$ cat src/rtl/seq_nbit_adder_pkg.sv
// Shared definitions for the sequential N-bit adder/subtractor.
package seq_nbit_adder_pkg;

  // Controller state encodings
  localparam logic [1:0] S_IDLE = 2'd0;
  localparam logic [1:0] S_RUN  = 2'd1;
  localparam logic [1:0] S_DONE = 2'd2;

  // A configuration is usable only if the operand splits into whole chunks
  function automatic bit legal_cfg(int unsigned width, int unsigned chunk);
    return (width >= 2) && (chunk >= 1) && (chunk <= width) && ((width % chunk) == 0);
  endfunction

endpackage

$ cat src/rtl/seq_nbit_adder_full_adder.sv
// Single-bit full adder cell; chained CHUNK times to form the per-cycle ripple.
module seq_nbit_adder_full_adder (
  input  logic a,
  input  logic b,
  input  logic cin,
  output logic s,
  output logic cout
);

  assign s    = a ^ b ^ cin;
  assign cout = (a & b) | (cin & (a ^ b));

endmodule

$ cat src/rtl/seq_nbit_adder.sv
// Multi-cycle adder/subtractor: CHUNK bits per clock, LSB first, with carry,
// signed overflow and a one-cycle done pulse.
module seq_nbit_adder
  import seq_nbit_adder_pkg::*;
#(
  parameter int unsigned WIDTH = 8,
  parameter int unsigned CHUNK = 2
) (
  input  logic             clk,
  input  logic             reset,
  input  logic             start,
  input  logic             sub,
  input  logic [WIDTH-1:0] x,
  input  logic [WIDTH-1:0] y,
  output logic [WIDTH-1:0] z,
  output logic             carry,
  output logic             overflow,
  output logic             busy,
  output logic             done
);

  localparam int unsigned N    = WIDTH / CHUNK;
  localparam int unsigned CntW = $clog2(N) + 1;
  localparam logic [CntW-1:0] LastCnt = CntW'(N - 1);

  if (!legal_cfg(WIDTH, CHUNK)) begin : g_bad_cfg
    $error("seq_nbit_adder: WIDTH must be >= 2 and a multiple of CHUNK");
  end

  logic [1:0]       r_state;
  logic [WIDTH-1:0] r_a;
  logic [WIDTH-1:0] r_b;
  logic             r_cy;
  logic [CntW-1:0]  r_cnt;
  logic [WIDTH-1:0] r_z;
  logic             r_carry;
  logic             r_ovf;

  logic [CHUNK:0]   w_c;
  logic [CHUNK-1:0] w_sum;
  logic [WIDTH-1:0] w_z_next;
  logic             w_last;

  // Ripple chain for the current chunk; carry-in is the registered chunk carry
  assign w_c[0] = r_cy;
  for (genvar i = 0; i < CHUNK; i++) begin : g_fa
    seq_nbit_adder_full_adder u_fa (
      .a    (r_a[i]),
      .b    (r_b[i]),
      .cin  (w_c[i]),
      .s    (w_sum[i]),
      .cout (w_c[i+1])
    );
  end

  // Chunk sums enter at the MSB end so z is LSB-aligned after N shifts
  if (CHUNK == WIDTH) begin : g_z_whole
    assign w_z_next = w_sum;
  end else begin : g_z_shift
    assign w_z_next = {w_sum, r_z[WIDTH-1:CHUNK]};
  end

  assign w_last = (r_cnt == LastCnt);

  // Controller and datapath state; sync reset discards any in-flight operation
  always_ff @(posedge clk) begin
    if (reset) begin
      r_state <= S_IDLE;
      r_a     <= '0;
      r_b     <= '0;
      r_cy    <= 1'b0;
      r_cnt   <= '0;
      r_z     <= '0;
      r_carry <= 1'b0;
      r_ovf   <= 1'b0;
    end else begin
      case (r_state)
        S_IDLE, S_DONE: begin
          if (start) begin
            // Subtraction is x + ~y + 1: invert b and seed the carry with sub
            r_a     <= x;
            r_b     <= sub ? ~y : y;
            r_cy    <= sub;
            r_cnt   <= '0;
            r_state <= S_RUN;
          end else begin
            r_state <= S_IDLE;
          end
        end
        S_RUN: begin
          r_a   <= r_a >> CHUNK;
          r_b   <= r_b >> CHUNK;
          r_cy  <= w_c[CHUNK];
          r_z   <= w_z_next;
          r_cnt <= r_cnt + 1'b1;
          if (w_last) begin
            // Final chunk holds the MSB cell: capture carry-out and overflow
            r_carry <= w_c[CHUNK];
            r_ovf   <= w_c[CHUNK] ^ w_c[CHUNK-1];
            r_state <= S_DONE;
          end
        end
        default: r_state <= S_IDLE;
      endcase
    end
  end

  assign z        = r_z;
  assign carry    = r_carry;
  assign overflow = r_ovf;
  assign busy     = (r_state == S_RUN);
  assign done     = (r_state == S_DONE);

endmodule

$ cat config.mk
export PLATFORM = sky130hd
export DESIGN_NAME = seq_nbit_adder
export DESIGN_NICKNAME = d
export VERILOG_FILES = /design/src/rtl/seq_nbit_adder_pkg.sv /design/src/rtl/seq_nbit_adder_full_adder.sv /design/src/rtl/seq_nbit_adder.sv
export SDC_FILE = /design/constraint.sdc
export NUM_CORES = 1
export LEC_CHECK = 0
export CORE_ASPECT_RATIO = 0.5
export CORE_UTILIZATION = 52
export CTS_CLUSTER_DIAMETER = 30
export DETAILED_ROUTE_END_ITERATION = 8
export MAX_ROUTING_LAYER = met4
export PLACE_DENSITY = 0.82
export SYNTH_ARGS = -nofsm -noshare
export SYNTH_HDL_FRONTEND = slang
export SYNTH_SLANG_ARGS = --single-unit
$ cat constraint.sdc
create_clock -name clk -period 3 [get_ports clk]
set_input_delay 0.6 -clock clk [delete_from_list [all_inputs] [get_ports clk]]
set_output_delay 0.6 -clock clk [all_outputs]
set_load 0.05 [all_outputs]
==> reports/metrics.json, run 1 <==
{
  "run_status": {"value": "finished, final reports clean"},
  "synth_nets": {"value": 184},
  "post_route_cells_drive_above_1_share": {"value": 6.383, "unit": "%"},
  "cp-end-kind": {"value": "output pin"},
  "clk_transition_reported_paths": {"value": 0.06, "unit": "ns"},
  "synth_most_common_cell": {"value": "dfxtp_1"},
  "grt_start_max_net_pins": {"value": 33},
  "detailed_place_hpwl": {"value": 1809, "unit": "µm"},
  "yosys.area_share.adder": {"value": 4.635, "unit": "%"},
  "syn_inst": {"value": 160},
  "worst_hold_path_type": {"value": "reg2reg"},
  "power_per_cell_area": {"value": 517.8, "unit": "mW/mm²"},
  "fraction_of_synthesized_area_in_multiplexers": {"value": 0, "unit": "%"},
  "dieHeight": {"value": 38.74, "unit": "µm"},
  "synthFlopType": {"value": "dfxtp_1"},
  "cts.sinks": {"value": 32},
  "synth_compound_gate_area_share": {"value": 19.88, "unit": "%"},
  "post_drt_wl_per_cell": {"value": 12.06, "unit": "µm"},
  "slew_violations": {"value": 0},
  "totalNegativeSetupSlack": {"value": 0, "unit": "ns"},
  "share_seq_of_total_power": {"value": 50.3, "unit": "%"},
  "min_period_over_period": {"value": 73.62, "unit": "%"},
  "max_freq": {"value": 452.8, "unit": "MHz"},
  "grt_overflow": {"value": 0},
  "yosysTopAreaCellShare": {"value": 45.63, "unit": "%"},
  "area_growth_syn_to_layout": {"value": 26.38, "unit": "%"},
  "internal_power": {"value": 0.0006725, "unit": "W"},
  "grt_first_pass_wirelength": {"value": 4560, "unit": "µm"},
  "postSynth.asyncResetShare": {"value": 0, "unit": "%"},
  "numPortBuffers": {"value": 31},
  "clock_power_share": {"value": 32.8, "unit": "%"},
  "grt.total_usage": {"value": 22.61, "unit": "%"},
  "p_leak": {"value": 0.6230, "unit": "nW"},
  "hold_violations": {"value": 0},
  "cts_repair_resize_count": {"value": 0},
  "route.detailed.vias_per_inst": {"value": 5.220},
  "vdd.ir_drop.worst": {"value": 270.9, "unit": "µV"},
  "cts_tree": {"value": "yes"},
  "ant_nets": {"value": 0},
  "drt-pass1-iter-count": {"value": 4},
  "synth_top_area_cell": {"value": "dfxtp_1"},
  "switching_power": {"value": 0.0002462, "unit": "W"},
  "postSynthAreaPerCell": {"value": 8.774, "unit": "µm²"},
  "timing.final.setup_violations": {"value": 0},
  "postRouteWirelength": {"value": 2690, "unit": "µm"},
  "row_count": {"value": 12},
  "timing.clock.skew": {"value": 0.004383, "unit": "ns"},
  "simple_gate_area_share_of_the_yosys_netlist": {"value": 15.86, "unit": "%"},
  "crit_path_max_fanout": {"value": 2},
  "yosys.cell_types.count": {"value": 23},
  "cts_inserted_buffers": {"value": 5},
  "grt_antenna_before_repair": {"value": 0},
  "via_count": {"value": 1164},
  "yosysWarningCount": {"value": 0},
  "dieArea": {"value": 0.002924, "unit": "mm²"},
  "worstSetupPathType": {"value": "reg2out"},
  "cp.required": {"value": 2.40, "unit": "ns"},
  "cts_hold_buffers": {"value": 0},
  "postSynthRegisterBits": {"value": 32},
  "fin_hold_ws": {"value": 0.4550, "unit": "ns"},
  "diodes": {"value": 0},
  "dieWidth": {"value": 75.48, "unit": "µm"},
  "final_core_util": {"value": 74.79, "unit": "%"},
  "synthXorXnorAreaFrac": {"value": 5.615, "unit": "%"},
  "core": {"value": 0.002372, "unit": "mm²"},
  "io_pins": {"value": 32},
  "via_count_of_the_first_global_routing_pass": {"value": 1022},
  "number_of_synthesized_flops_with_an_enable_pin": {"value": 0},
  "switching_share": {"value": 26.80, "unit": "%"},
  "layoutNonFillerInstCount": {"value": 223},
  "grt_setup_unrepaired": {"value": "no"},
  "synth_seq_area_share": {"value": 45.63, "unit": "%"},
  "drtIter0Drc": {"value": 65},
  "critical_path.startpoint_type": {"value": "flop"},
  "post_synth_main_area_contributors": {"value": "dfxtp_1, a21oi_1, nand3_1"},
  "timing.max_slew.rel_slack": {"value": 46.33, "unit": "%"},
  "initial_utilization": {"value": 59.18, "unit": "%"},
  "cts.htree.levels": {"value": 2},
  "final.min_clock_period": {"value": 2.209, "unit": "ns"},
  "clock_path_buffers": {"value": 2},
  "clk-insertion-delay-late": {"value": 0.28, "unit": "ns"},
  "max_cap_viol": {"value": 0},
  "cts_root_buf": {"value": "clkbuf_8"},
  "globalplace.congestion": {"value": 0.7786},
  "design.final.nets": {"value": 212},
  "route.detailed.drc": {"value": 0},
  "share_comb_of_total_power": {"value": 16.9, "unit": "%"},
  "tightest_slew": {"value": 0.8051, "unit": "ns"},
  "critPathArrivalTime": {"value": 1.61, "unit": "ns"},
  "dp.cells": {"value": 216},
  "post_cts_buffers": {"value": 0},
  "synth_commonest_cells": {"value": "dfxtp_1, a21oi_1, nand3_1, nand2_1, a22oi_1"},
  "dominant_combinational_cell_family_by_area_after_synthesis": {"value": "compound AO/OA/AOI/OAI gates"},
  "netlist_area": {"value": 0.001404, "unit": "mm²"}
}
-- per-stage QoR --
stage	cell area (µm²)	worst slack, ns	power (W)
finish	1774	0.7913	0.0009187
CTS	1774	0.7787	0.0009277
floorplan	1404	1.309	0.0005791
detailed placement	1697	0.8629	0.0006267
global placement	1697	0.9124	0.0006228
global route	1774	0.7302	0.0009670
-- area by class of cell --
type,count,area [µm²]
fillers,200,598.1
clock buffers,6,72.57
flip-flops and latches,32,640.6
repair buffers,35,340.3
clock inverters,1,5.005
well taps,35,43.79
multi-input cells,107,645.6
inverters,7,26.28
-- worst paths after layout --
| kind | start | to | slack, ns | depth (start not counted) |
|---|---|---|---|---|
| max reg2reg | r_cy$_SDFFE_PP0P_ | overflow$_SDFFE_PP0P_ | 1.22 | 5 |
| min | z[0]$_SDFFE_PP0P_ | z[0]$_SDFFE_PP0P_ | 0.45 | 2 |
| min reg2reg | z[0]$_SDFFE_PP0P_ | z[0]$_SDFFE_PP0P_ | 0.45 | 2 |
| max | r_state[1]$_SDFFE_PP0P_ | busy | 0.79 | 3 |
-- registers in the layout, summed over array words and instances, names as in the netlist --
register and cells:
z 8, carry 1, r_b 8, r_a 8
r_state 2, r_cnt 3, r_cy 1, overflow 1
-- worst max-delay path: stages, from the launching register on --
cell and delay, ns:
dfxtp_1 0.31, nand2b_2 0.18, inv_2 0.06, clkdlybuf4s50_1 0.79
-- power groups by stage --
stage	Clock, W	Sequential (W)	Combinational, W
after floorplan	0	0.000482	0.0000968
after global placement	0	0.000470	0.000153
after detailed placement	0	0.000471	0.000155
after CTS	0.000310	0.000462	0.000156
after global routing	0.000332	0.000464	0.000171
final	0.000301	0.000462	0.000156
-- per-layer routing --
metal / GRT usage [%] / part of all wire (%)
met5: - / 0
met4: 6.944 / 1.3
met3: 7.031 / 4.5
met2: 37.05 / 47
met1: 27.24 / 48
-- logic make-up (layout without fill, tap and decap cells) --
| group | Yosys count | in the layout |
|---|---|---|
| compound gates | 46 | 46 |
| xor+xnor | 9 | 9 |
| fa+ha+maj | 4 | 4 |
| buf+inv | 21 | 49 |
| flops | 32 | 32 |
| simple gates | 48 | 48 |
-- cells in the final DEF (no fill, tap or decap), types with 3 or more instances in the layout --
cell / synthesis / final
clkbuf_8: 0 / 5
a22oi_1: 12 / 12
nand2b_1: 3 / 3
buf_4: 5 / 4
a21oi_1: 28 / 28
nor2_1: 4 / 4
inv_1: 6 / 6
nand3_1: 20 / 20
nand2_1: 18 / 18
xor2_1: 8 / 8
clkdlybuf4s50_1: 0 / 31
dfxtp_1: 32 / 32
(Power assumes the default switching activity.)
==> run 2: changes to the inputs <==
Settings changed: CORE_UTILIZATION 52 to 49, PLACE_DENSITY 0.82 to 0.78.
Clock period 3 ns to 2.1 ns, I/O delays scaled along.
==> run 2 against run 1 <==
Compared with the run above: non-clock buffer count up 1; die area is 5.9% higher; sequential share of layout area down 0.99 points; global-route usage down 1.9 points; routed wire length grew 2.7%.
==> reports/metrics.json, run 2 (synthesis gave the netlist of run 1 again) <==
{
  "vdd.ir_drop.worst": {"value": 395.2, "unit": "µV", "change": "+46%"},
  "critPathArrivalTime": {"value": 1.55, "unit": "ns", "change": "-0.06 ns"},
  "timing.max_slew.rel_slack": {"value": 66.11, "unit": "%", "change": "+20 points"},
  "min_period_over_period": {"value": 93.94, "unit": "%"},
  "diodes": {"value": 0, "change": "unchanged"},
  "cts_tree": {"value": "yes"},
  "final_core_util": {"value": 68.81, "unit": "%", "change": "-6.0 points"},
  "grt_setup_unrepaired": {"value": "no"},
  "cts_repair_resize_count": {"value": 0, "change": "unchanged"},
  "route.detailed.vias_per_inst": {"value": 5.216, "change": "about the same"},
  "final.min_clock_period": {"value": 1.973, "unit": "ns"},
  "post_drt_wl_per_cell": {"value": 12.17, "unit": "µm", "change": "+0.87%"},
  "clock_path_buffers": {"value": 2, "change": "unchanged"},
  "dieWidth": {"value": 77.70, "unit": "µm", "change": "+2.9%"},
  "cp.required": {"value": 1.68, "unit": "ns", "change": "-0.72 ns"},
  "post_cts_buffers": {"value": 0, "change": "unchanged"},
  "via_count": {"value": 1184, "change": "+1.7%"},
  "ant_nets": {"value": 0, "change": "unchanged"},
  "io_pins": {"value": 32, "change": "unchanged"},
  "area_growth_syn_to_layout": {"value": 29.95, "unit": "%"},
  "totalNegativeSetupSlack": {"value": 0, "unit": "ns", "change": "unchanged"},
  "run_status": {"value": "finished, final reports clean"},
  "numPortBuffers": {"value": 31, "change": "unchanged"},
  "drt-pass1-iter-count": {"value": 4, "change": "unchanged"},
  "dieArea": {"value": 0.003096, "unit": "mm²", "change": "+5.9%"},
  "max_freq": {"value": 506.9, "unit": "MHz"},
  "cp-end-kind": {"value": "output pin"},
  "fin_ws": {"value": 0.1272, "unit": "ns", "change": "-0.6641 ns"},
  "timing.final.setup_violations": {"value": 0, "change": "unchanged"},
  "cts_inserted_buffers": {"value": 5, "change": "unchanged"},
  "critical_path.startpoint_type": {"value": "flop"},
  "grt.total_usage": {"value": 20.74, "unit": "%", "change": "-1.9 points"},
  "grt_start_max_net_pins": {"value": 33, "change": "unchanged"},
  "via_count_of_the_first_global_routing_pass": {"value": 960, "change": "-6.1%"},
  "cts_root_buf": {"value": "clkbuf_8"},
  "design.final.nets": {"value": 213, "change": "+0.47%"},
  "initial_utilization": {"value": 52.95, "unit": "%", "change": "-6.2 points"},
  "crit_path_max_fanout": {"value": 4, "change": "+2"},
  "hold_violations": {"value": 0, "change": "unchanged"},
  "dieHeight": {"value": 39.85, "unit": "µm", "change": "+2.9%"},
  "row_count": {"value": 13, "change": "+1"},
  "drtIter0Drc": {"value": 52, "change": "-20%"},
  "grt_antenna_before_repair": {"value": 0, "change": "unchanged"},
  "post_route_cells_drive_above_1_share": {"value": 7.895, "unit": "%", "change": "+1.5 points"},
  "core": {"value": 0.002651, "unit": "mm²", "change": "+12%"},
  "postRouteWirelength": {"value": 2762, "unit": "µm", "change": "+2.7%"},
  "most_used_cells_in_the_layout_excluding_fill_and_tap_cells": {"value": "dfxtp_1, clkdlybuf4s50_1, a21oi_1, nand3_1, nand2_1"},
  "cts.sinks": {"value": 32, "change": "unchanged"},
  "placement.setup.worst_slack": {"value": 0.2702, "unit": "ns", "change": "-0.5927 ns"},
  "clk_transition_reported_paths": {"value": 0.07, "unit": "ns", "change": "about the same"},
  "max_cap_viol": {"value": 0, "change": "unchanged"},
  "p_leak": {"value": 0.6469, "unit": "nW", "change": "+3.8%"},
  "fin_hold_ws": {"value": 0.4554, "unit": "ns", "change": "+0.0003640 ns"},
  "slew_violations": {"value": 0, "change": "unchanged"},
  "grt_first_pass_wirelength": {"value": 4374, "unit": "µm", "change": "-4.1%"},
  "cts_hold_buffers": {"value": 0, "change": "unchanged"},
  "timing.clock.skew": {"value": 0.004213, "unit": "ns", "change": "-0.0001702 ns"},
  "detailed_place_hpwl": {"value": 1751, "unit": "µm", "change": "-3.2%"},
  "worst_hold_path_type": {"value": "reg2reg"},
  "tightest_slew": {"value": 0.5067, "unit": "ns", "change": "-0.2983 ns"},
  "worstSetupPathType": {"value": "reg2out"},
  "cts.htree.levels": {"value": 2, "change": "unchanged"},
  "mostFrequentLayoutCell": {"value": "dfxtp_1"},
  "grt_overflow": {"value": 0, "change": "unchanged"},
  "globalplace.congestion": {"value": 0.7402, "change": "-4.9%"},
  "clk-insertion-delay-late": {"value": 0.28, "unit": "ns", "change": "about the same"},
  "power_per_cell_area": {"value": 801.7, "unit": "mW/mm²", "change": "+55%"},
  "route.detailed.drc": {"value": 0, "change": "unchanged"}
}
[run 2: changes by cell type in the layout (fill, tap and decap cells not counted), sizes merged]
cell / change
buf: +2
bufinv: +1
clkdlybuf4s50: -1
[run 2: per-stage QoR]
stage                     instances  total power (W)  area, µm²
final                           227         0.001463       1824
after detailed placement        219        0.0009008       1717
after CTS                       227         0.001478       1824
after floorplan                 160        0.0008272       1404
after global placement          219        0.0008967       1717
after global routing            227         0.001534       1824
[run 2: layout make-up]
| class | count | area (µm²) |
|---|---|---|
| clock buffers | 6 | 72.57 |
| clock inverters | 2 | 35.03 |
| fillers | 217 | 827.0 |
| inverters | 7 | 26.28 |
| multi-input cells | 107 | 645.6 |
| flip-flops and latches | 32 | 640.6 |
| well taps | 37 | 46.29 |
| repair buffers | 36 | 357.8 |
[run 2: worst max-delay path, cell delays in order, from the launching register on]
cell	delay [ns]
dfxtp_1	0.34
nor2b_1	0.12
clkdlybuf4s50_1	0.81
[run 2: path summary, 6_finish.rpt]
path                                               from                     to  slack (ns)  cells after the start
worst max-delay path            r_state[0]$_SDFFE_PP0P_                   done        0.13                      2
worst min-delay path                  z[0]$_SDFFE_PP0P_      z[0]$_SDFFE_PP0P_        0.46                      2
worst min register to register        z[0]$_SDFFE_PP0P_      z[0]$_SDFFE_PP0P_        0.46                      2
worst max register to register      r_b[0]$_SDFFE_PP0P_  overflow$_SDFFE_PP0P_        0.26                      5
[run 2: metal layers]
metal / part of all wire [%] / vias up / GRT usage (%)
met5: 0 / - / -
met3: 5.5 / 4 / 8.372
met2: 45 / 28 / 33.63
li1: - / 605 / -
met1: 48 / 547 / 23.64
met4: 1.7 / 0 / 8.491
[run 2: power by group]
group | internal (W) | switching, W
clock network | 0.000352 | 0.000224
registers | 0.000641 | 0.0000192
logic | 0.0000993 | 0.000128
